<file path="src/rtl/sp_div_pkg.sv">
// Shared types and constants for the single-precision divider front end.
package sp_div_pkg;

    // Exponent and mantissa widths of the unpacked operand form.
    localparam int EW = 10;
    localparam int MW = 24;

    localparam logic        [EW-1:0] BIAS = 10'd127;
    localparam logic signed [EW-1:0] EMIN = -10'sd126;
    localparam logic        [31:0]   QNAN = 32'h7FC0_0000;

    typedef enum logic [1:0] {
        IDLE   = 2'd0,
        UNPACK = 2'd1,
        NORM   = 2'd2,
        DONE   = 2'd3
    } state_t;

endpackage

</file>
<file path="src/rtl/sp_unpack.sv">
// Field decode and classification of one IEEE-754 single-precision operand.
module sp_unpack
    import sp_div_pkg::*;
(
    input  logic [31:0]   x,
    output logic          sign,
    output logic [EW-1:0] e,
    output logic [MW-1:0] m,
    output logic          is_zero,
    output logic          is_inf,
    output logic          is_nan
);

    logic [7:0]  ex;
    logic [22:0] fr;

    assign ex      = x[30:23];
    assign fr      = x[22:0];
    assign sign    = x[31];
    assign is_zero = (ex == 8'h00) && (fr == 23'd0);
    assign is_inf  = (ex == 8'hFF) && (fr == 23'd0);
    assign is_nan  = (ex == 8'hFF) && (fr != 23'd0);

    // Denormals sit at the minimum exponent without a hidden bit; normals get the hidden 1.
    always_comb begin
        if (ex == 8'h00) begin
            e = EMIN;
            m = {1'b0, fr};
        end else begin
            e = {2'b00, ex} - BIAS;
            m = {1'b1, fr};
        end
    end

endmodule

</file>
<file path="src/rtl/sp_div_prenorm.sv">
// Divider front end: captures operands on a strt edge, resolves special
// cases, and normalizes denormal mantissas one bit per cycle.
module sp_div_prenorm
    import sp_div_pkg::*;
(
    input  logic          clk,
    input  logic          reset,
    input  logic          strt,
    input  logic [31:0]   a,
    input  logic [31:0]   b,
    output logic          o_strt,
    output logic          o_a_s,
    output logic          o_b_s,
    output logic [EW-1:0] o_a_e,
    output logic [EW-1:0] o_b_e,
    output logic [MW-1:0] o_a_m,
    output logic [MW-1:0] o_b_m,
    output logic          o_special,
    output logic [31:0]   o_special_z,
    output logic          o_busy
);

    state_t        state, nstate;
    logic          strt_q;
    logic [31:0]   a_r, b_r;
    logic [EW-1:0] ae, be, ae_nx, be_nx;
    logic [MW-1:0] am, bm, am_nx, bm_nx;
    logic          spec_nx;
    logic [31:0]   spz_nx;
    logic          cap, load, zs;

    logic          ua_s, ub_s;
    logic [EW-1:0] ua_e, ub_e;
    logic [MW-1:0] ua_m, ub_m;
    logic          ua_zero, ua_inf, ua_nan;
    logic          ub_zero, ub_inf, ub_nan;

    sp_unpack u_unpack_a (
        .x(a_r), .sign(ua_s), .e(ua_e), .m(ua_m),
        .is_zero(ua_zero), .is_inf(ua_inf), .is_nan(ua_nan)
    );

    sp_unpack u_unpack_b (
        .x(b_r), .sign(ub_s), .e(ub_e), .m(ub_m),
        .is_zero(ub_zero), .is_inf(ub_inf), .is_nan(ub_nan)
    );

    assign zs     = ua_s ^ ub_s;
    assign o_strt = (state == DONE);
    assign o_busy = (state != IDLE);
    // Outputs are refreshed only on the transition into DONE so they hold between results.
    assign load   = (state != DONE) && (nstate == DONE);

    // State register.
    always_ff @(posedge clk or negedge reset) begin
        if (!reset) state <= IDLE;
        else        state <= nstate;
    end

    // Next state plus next values of the working operand registers.
    always_comb begin
        nstate  = state;
        ae_nx   = ae;
        be_nx   = be;
        am_nx   = am;
        bm_nx   = bm;
        spec_nx = 1'b0;
        spz_nx  = 32'd0;
        cap     = 1'b0;
        case (state)
            IDLE: begin
                if (strt && !strt_q) begin
                    cap    = 1'b1;
                    nstate = UNPACK;
                end
            end
            UNPACK: begin
                ae_nx = ua_e;
                be_nx = ub_e;
                am_nx = ua_m;
                bm_nx = ub_m;
                // Priority order matters: 0/0 and inf/inf must land on NaN first.
                if (ua_nan || ub_nan || (ua_zero && ub_zero) || (ua_inf && ub_inf)) begin
                    spec_nx = 1'b1;
                    spz_nx  = QNAN;
                end else if (ua_inf || ub_zero) begin
                    spec_nx = 1'b1;
                    spz_nx  = {zs, 8'hFF, 23'd0};
                end else if (ua_zero || ub_inf) begin
                    spec_nx = 1'b1;
                    spz_nx  = {zs, 31'd0};
                end
                if (spec_nx)                            nstate = DONE;
                else if (!ua_m[MW-1] || !ub_m[MW-1])    nstate = NORM;
                else                                    nstate = DONE;
            end
            NORM: begin
                // Zero operands never reach here, so the loop always terminates.
                if (!am[MW-1]) begin
                    am_nx = am << 1;
                    ae_nx = ae - EW'(1);
                end
                if (!bm[MW-1]) begin
                    bm_nx = bm << 1;
                    be_nx = be - EW'(1);
                end
                if (am_nx[MW-1] && bm_nx[MW-1]) nstate = DONE;
            end
            DONE:    nstate = IDLE;
            default: nstate = IDLE;
        endcase
    end

    // Edge detect, operand capture, working registers and held output registers.
    always_ff @(posedge clk or negedge reset) begin
        if (!reset) begin
            strt_q      <= 1'b0;
            a_r         <= '0;
            b_r         <= '0;
            ae          <= '0;
            be          <= '0;
            am          <= '0;
            bm          <= '0;
            o_a_s       <= 1'b0;
            o_b_s       <= 1'b0;
            o_a_e       <= '0;
            o_b_e       <= '0;
            o_a_m       <= '0;
            o_b_m       <= '0;
            o_special   <= 1'b0;
            o_special_z <= '0;
        end else begin
            strt_q <= strt;
            if (cap) begin
                a_r <= a;
                b_r <= b;
            end
            ae <= ae_nx;
            be <= be_nx;
            am <= am_nx;
            bm <= bm_nx;
            if (load) begin
                o_a_s       <= ua_s;
                o_b_s       <= ub_s;
                o_a_e       <= ae_nx;
                o_b_e       <= be_nx;
                o_a_m       <= am_nx;
                o_b_m       <= bm_nx;
                o_special   <= spec_nx;
                o_special_z <= spz_nx;
            end
        end
    end

endmodule

</file>
<file path="config.mk">
export PLATFORM = sky130hd
export DESIGN_NAME = sp_div_prenorm
export DESIGN_NICKNAME = d
export VERILOG_FILES = /design/src/rtl/sp_div_pkg.sv /design/src/rtl/sp_unpack.sv /design/src/rtl/sp_div_prenorm.sv
export SDC_FILE = /design/constraint.sdc
export NUM_CORES = 1
export LEC_CHECK = 0
export ABC_AREA = 1
export BUFFER_PORTS_ARGS = -buffer_cell sky130_fd_sc_hd__buf_2
export CORE_ASPECT_RATIO = 2
export CORE_MARGIN = 1
export CORE_UTILIZATION = 45
export DETAILED_ROUTE_END_ITERATION = 6
export GPL_TIMING_DRIVEN = 0
export PLACE_DENSITY = 0.67
export SETUP_SLACK_MARGIN = 0.1
export SYNTH_ARGS = -nofsm -noshare
export SYNTH_HDL_FRONTEND = slang
export SYNTH_SLANG_ARGS = --single-unit
</file>
<file path="constraint.sdc">
create_clock -name clk -period 2.4 [get_ports clk]
set_clock_uncertainty 0.15 [all_clocks]
set_input_delay 0.6 -clock clk [delete_from_list [all_inputs] [get_ports clk]]
set_output_delay 0.6 -clock clk [all_outputs]
set_load 0.05 [all_outputs]
</file>
======== Word level (Yosys, flattened, before mapping) ========
Index checks and enable logic that the tools add are counted.
storage, ports and cells
  bits in registers ....................... 238
  bits in latches ......................... 0
  memory bits (writable) .................. 0
  bits in read-only memories .............. 0
  input port bits ......................... 67
  word-level logic and storage cells ...... 86
  memories kept ........................... 0
operators by class
  add/subtract/negate cells ............... 4
  $mul .................................... 0
  div/mod/pow operators ................... 0
  $lt $le $gt $ge ......................... 0
  eq/ne operators ......................... 7
  shift operators ......................... 0
  muxes and demuxes ....................... 30
  bitwise operators ....................... 1
  reductions and logical operators ........ 28
operator list
  operator                                                               count
  24-bit two-way mux                                                     6
  32-bit two-way mux                                                     4
  24-bit one-hot mux with 2 select lines                                 2
  23-bit zero test                                                       2
  23-bit nonzero test                                                    2
  10-bit two-way mux                                                     4
  10-bit one-hot mux with 2 select lines                                 2
  10-bit by 1-bit subtractor with 10-bit output (second input constant)  2
  8-bit by 7-bit subtractor with 9-bit output (second input constant)    2
  8-bit == test (second input constant)                                  2
  8-bit zero test                                                        2
  1-bit logical AND                                                      11
  1-bit two-way mux                                                      9
  2-bit one-hot mux with 4 select lines                                  1
  2-bit == test (second input constant)                                  3
  1-bit logical OR                                                       6
  2-bit two-way mux                                                      2
  1-bit zero test                                                        3
  2-bit by 1-bit == test with 1-bit output (second input constant)       1
  2-bit zero test                                                        1
  2-bit != test (second input constant)                                  1
  2-bit nonzero test                                                     1
  1-bit XOR                                                              1

======== Logic depth before layout (Yosys ltp) ========
  depth in word-level cells ............... 11
  mapped depth ............................ 16

======== By module ========
From an unflattened synthesis, not the netlist that was laid out.
unflattened totals
  cell total of the unflattened synthesis .. 1108
  area total of the unflattened synthesis .. 10097.2 um2
by module, submodules not included
  module          instances  cells an instance  area each (um2)
  sp_div_prenorm  1          924                9073.7
  sp_unpack       2          92                 511.7

======== Worst setup path before layout ========
OpenSTA, ideal clock, no wires.
  path kind ............................... flip-flop to flip-flop
  start point ............................. reg state[0]
  end point ............................... reg o_a_e[0]
  data arrival time ....................... 1900 ps
  required time ........................... 2184 ps
  slack ................................... 285 ps
  cell stages (with the launch flop) ...... 10
  buffers on the path ..................... 3
  period minus slack after synthesis ...... 2115 ps
  cell sequence ........................... dfrtp_1 -> inv_1 -> ha_1 -> buf_2 -> inv_1 -> nor2_1 -> clkbuf_1 -> clkbuf_1 -> nand3_1 -> nand2_1
between the ends
  longest elaborated chain between the ends .. 4
  elaborated cells between the ends (all ways) .. 11
  those cells by class .................... 5 x eq/ne; 4 x mux; 2 x reduce/logical
RTL lines
  item                                         RTL line               text
  from (decl)                                  sp_div_prenorm.sv:23   state_t state, nstate;
  from (signal assigned)                       sp_div_prenorm.sv:57   else state <= nstate;
  2-bit == test, or another cell as far along  sp_div_prenorm.sv:70   case (state)
  2-bit one-hot mux with 4 select lines *      sp_div_prenorm.sv:70
  named net nstate[1]                          sp_div_prenorm.sv:23
  2-bit == test *                              sp_div_prenorm.sv:52   assign load = (state != DONE) && (nstate == DONE);
  1-bit logical AND *                          sp_div_prenorm.sv:52
  to (signal assigned)                         sp_div_prenorm.sv:145  o_a_e <= ae_nx;
  to (decl)                                    sp_div_prenorm.sv:14   output logic [EW-1:0] o_a_e,
The timed path passes the listed nets; every way through them passes the cells marked *.
A chain may end at the register's enable or synchronous reset.

======== Worst setup path in the final report ========
  start point ............................. reg state[1]
  end point ............................... reg o_b_m[5]
between the ends
  longest elaborated chain between the ends .. 4
  elaborated cells between the ends (all ways) .. 11
  those cells by class .................... 5 x eq/ne; 4 x mux; 2 x reduce/logical
RTL lines
  item                                         RTL line               text
  2-bit == test, or another cell as far along  sp_div_prenorm.sv:70
  2-bit one-hot mux with 4 select lines *      sp_div_prenorm.sv:70
  named net nstate[1]                          sp_div_prenorm.sv:23
  2-bit == test *                              sp_div_prenorm.sv:52
  1-bit logical AND *                          sp_div_prenorm.sv:52
  to (signal assigned)                         sp_div_prenorm.sv:148  o_b_m <= bm_nx;
  to (decl)                                    sp_div_prenorm.sv:17   output logic [MW-1:0] o_b_m,
Marked as above.

==> impl_summary.txt <==
----------------------------------------------------
[Run status]
  Run status ... complete, but fails checks
  Failing checks ... negative hold slack, negative setup slack

[Drt]
  Number of antenna-violating nets in the routed design ... 0
  Drt first pass iters ... 5
  Routed wire length ... 29.8 mm
  Wire length per cell ... ~19 µm
  Vias ... around 8,400
  Vias per std cell ... 5.41
  DRC violations left ... 0
  Detailed Route Iter0 Violations ... about 530

[Worst hold path]
  Type of the most critical hold path ... in -> async

[Pwr]
  Peak VDD IR ... 0.925 mV
  Total power ... between 0.02 and 0.025 W
  Static leakage ... 6.37 nW
  Power Dens Cells ... ~1700 nW/µm²

[Setup path]
  Max stage delay on crit path ... between 400 and 500 ps
  Critical path capture point type ... register
  Setup crit start kind ... register
  Number of cells on the worst reg-to-reg path ... 9
  Worst Path Max Fanout ... 10
  Most used cell, CP ... sky130_fd_sc_hd__inv_1
  Critical Path Slowest Stage Cell ... sky130_fd_sc_hd__ha_2
  Ordered cell list for the critical path ... inv_1, ha_2, buf_6, inv_1, nor2_4, clkbuf_8, clkbuf_2, nand3_2, nand2_1
  Setup Crit Path Kind ... reg -> reg
  Reg2reg end ... o_b_m[5]$_DFFE_PN0P_
  Arrival @ worst endpoint ... between 2000 and 3000 ps
  Origin of the critical flop-to-flop path ... state[1]$_DFF_PN0_
  Data required time of the worst path ... approximately 2700 ps
  Reg-to-reg slack, setup ... -10 ps

[Logic synthesis]
  Proportion of netlist area held by the largest area contributor ... a little over half
  Post-synthesis area per instance ... approximately 9.3 µm²
  EDFF count, synth ... 0
  Primary flip-flop cell chosen by synthesis mapping ... sky130_fd_sc_hd__dfrtp_1
  Number of instances in the synthesized netlist ... ~1,000
  Synth Register Bits ... about 210
  Count of distinct cell types in the synthesized netlist ... 38
  Synthesis warning total ... 0
  Dominant cell type by area after synthesis ... sky130_fd_sc_hd__dfrtp_1
  Share of flip-flops with an asynchronous set or reset ... 100%
  Area of the mapped netlist ... between 9000 and 10,000 µm²
  Sequential-to-total area share from yosys stat ... 54.6%
  Main area contributors after synthesis ... sky130_fd_sc_hd__dfrtp_1 (55%), sky130_fd_sc_hd__nand2_1 (9.2%), sky130_fd_sc_hd__mux2_2 (5.5%)

[Die]
  Die Outline Area ... around 22,000 µm²
  Initial Utilization ... 45.8%
  Site row count ... 75
  Area inside the core boundary ... between 20,000 and 25,000 µm²
  I/O pin count ... 172
  Die boundary width ... between 100 and 150 µm
  Chip height ... around 210 µm

[Global routing]
  Antenna violations before repair ... 0
  Pin count of the biggest net entering global routing ... about 110
  Residual overflow from global routing ... 0
  First-pass GRT wire length ... 44.7 mm
  Vias in the first global route ... ~8,300
  GRT Resource Usage Total ... about a quarter

[STA]
  Final setup fails ... 5
  Min Clock Period, post-route ... around 2400 ps
  Hold Slack ... -7.51 ps
  Relative slew slack ... 43.8%
  Share of the cycle needed by the critical path after routing ... 101%
  Upper clock frequency limit ... 0.414 GHz
  Number of hold-slack violations in the final timing report ... 5
  Worst Max-Slew Pin Slew ... 843 ps
  Final-layout setup total negative slack ... -33.5 ps
  Post-route worst setup slack ... -13.4 ps
  Final Max Slew Viols ... 0
  RSZ-0062 raised after global routing ... true

[Cells and area]
  Ratio of cells with drive above 1 in the final layout ... 38.6%
  Final core occ ... 61.6%
  Final antenna diode count ... 0
  Final standard cell count with taps included and fillers excluded ... approximately 1,600
  Fill count ... roughly 1,700
  P&R area growth vs syn ... 34.6%
  Number of nets in the layout ... 1,349

[Clocking]
  Max Root-Sink Buffers ... 3
  Number of levels the H-tree was split into ... 1
  Sink count of the clock tree ... about 210
  Worst-path clk slew ... around 70 ps
  Worst-skew pair later-pin latency ... 510 ps
  CTS Buf Count ... 20
  Clock tree root driver cell ... sky130_fd_sc_hd__clkbuf_16
  Post-CTS Hold Buffers ... 0
  Clock tree from TritonCTS ... yes

[Placed design]
  Placer Congestion ... between 0.9 and 1
  Post-Place Cells ... approximately 1,500
  Total half-perimeter wirelength after legalization and detailed placement ... 20.6 mm
  Input/output buffers ... ~150
  Post-placement setup slack ... -564 ps

[Job]
  Max-cap check violation count ... 0

----------------------------------------------------
timing repair:
action                                  CTS  global route
pin swaps                                11            50
gates resized for setup                 132           135
buffers inserted                         24            13
endpoints found under the setup margin  182           126
cloned                                    9             4
power breakdown:
group	internal (W)	switching [W]	leakage, nW
clock network	0.00198	0.00138	0.331
logic	0.00444	0.00806	3.38
registers	0.00505	0.00113	2.66
Yosys cell counts, drive strengths merged (3+ instances only):
cell / n
nor3: 8
o221ai: 27
a22oi: 20
o22ai: 3
xnor2: 3
inv: 90
xor2: 5
o21ai: 48
dfrtp: 209
mux2: 47
buf: 46
nor2: 84
ha: 10
nand2: 237
a21oi: 31
nand4: 13
a31oi: 4
nand3: 100
clkbuf: 34
critical path, delay by kind of cell (launching register included):
family,cells,cell delay [ps]
buffers and inverters,5,990
adders and majority gates,1,410
and+or+nand+nor,3,390
DFF,1,390
through the flow:
stage	area, µm²	hold slack (ps)
3_3_place_gp	10700	302
4_1_cts	12300	31.2
2_1_floorplan	9660	154
6_report	12900	-7.51
3_5_place_dp	10800	304
5_1_grt	12900	64.4
cells by family after synthesis:
logic type,Yosys count,share of synthesized area [%]
DFF,209,54.6
adders and majority gates,10,1.31
other,1,0.0391
xor gates and xnor gates,8,0.731
and+or+nand+nor,448,19.8
muxes,47,5.52
buffers and inverters,172,8.93
AOI/OAI and AO/OA,139,9.15
layer usage:
| layer | vias to the layer above | wire [µm] | GRT usage [%] |
|---|---|---|---|
| met3 | 123 | 1410 | 2.82 |
| met5 | - | 0 | 0 |
| met1 | 4075 | 10300 | 29.1 |
| li1 | 3856 | - | - |
| met4 | 0 | 2130 | 18.5 |
| met2 | 347 | 16000 | 47.9 |
state kept, by name, summed over array words and instances (netlist names), 24 cells and up:
register	cells
a_r	32
am	24
b_r	32
bm	24
o_a_m	24
o_b_m	24
worst max path at each step:
stage | endpoint | from | slack [ps] | depth (start not counted)
final | o_b_m[5]$_DFFE_PN0P_ | state[1]$_DFF_PN0_ | -10 | 9
after global routing | o_b_m[21]$_DFFE_PN0P_ | b_r[24]$_DFFE_PN0P_ | -90 | 16
after CTS | o_b_e[3]$_DFFE_PN0P_ | b_r[23]$_DFFE_PN0P_ | -60 | 16
after detailed placement | o_b_e[1]$_DFFE_PN0P_ | state[0]$_DFF_PN0_ | -560 | 8
after global placement | o_a_m[10]$_DFFE_PN0P_ | reset | -2970 | 1
after floorplan | o_a_e[0]$_DFFE_PN0P_ | state[0]$_DFF_PN0_ | 280 | 9
final cells by class:
class / count / area [µm²] / area share, %
flip-flops and latches: 209 / 5240 / 40.6
clock buffers: 26 / 564 / 4.37
clock inverters: 8 / 120 / 0.931
multi-input cells: 674 / 4300 / 33.4
well taps: 269 / 337 / 2.61
repair buffers: 195 / 1320 / 10.2
plain buffers: 80 / 672 / 5.21
inverters: 92 / 349 / 2.71
cells in the final DEF, fill, tap and decap left out, types with 10 or more instances in the layout:
cell type                   synthesis  routed
sky130_fd_sc_hd__dfrtp_1          209     203
sky130_fd_sc_hd__nand2_1          235     198
sky130_fd_sc_hd__buf_2              3     149
sky130_fd_sc_hd__inv_1             90      84
sky130_fd_sc_hd__nor2_1            84      71
sky130_fd_sc_hd__buf_4             29      61
sky130_fd_sc_hd__nand3_2            1      50
sky130_fd_sc_hd__mux2_2            47      47
sky130_fd_sc_hd__nand3_1           99      39
sky130_fd_sc_hd__o21ai_0           47      39
sky130_fd_sc_hd__nand2_2            2      31
sky130_fd_sc_hd__a21oi_1           31      30
sky130_fd_sc_hd__clkbuf_16          0      25
sky130_fd_sc_hd__o221ai_1          27      24
sky130_fd_sc_hd__conb_1             1      22
sky130_fd_sc_hd__clkbuf_2           0      21
sky130_fd_sc_hd__a22oi_1           20      20
sky130_fd_sc_hd__nand4_1           13      13
sky130_fd_sc_hd__nand3_4            0      11
sky130_fd_sc_hd__buf_8              0      11
sky130_fd_sc_hd__nor2_2             0      10
(Power assumes the default switching activity.)
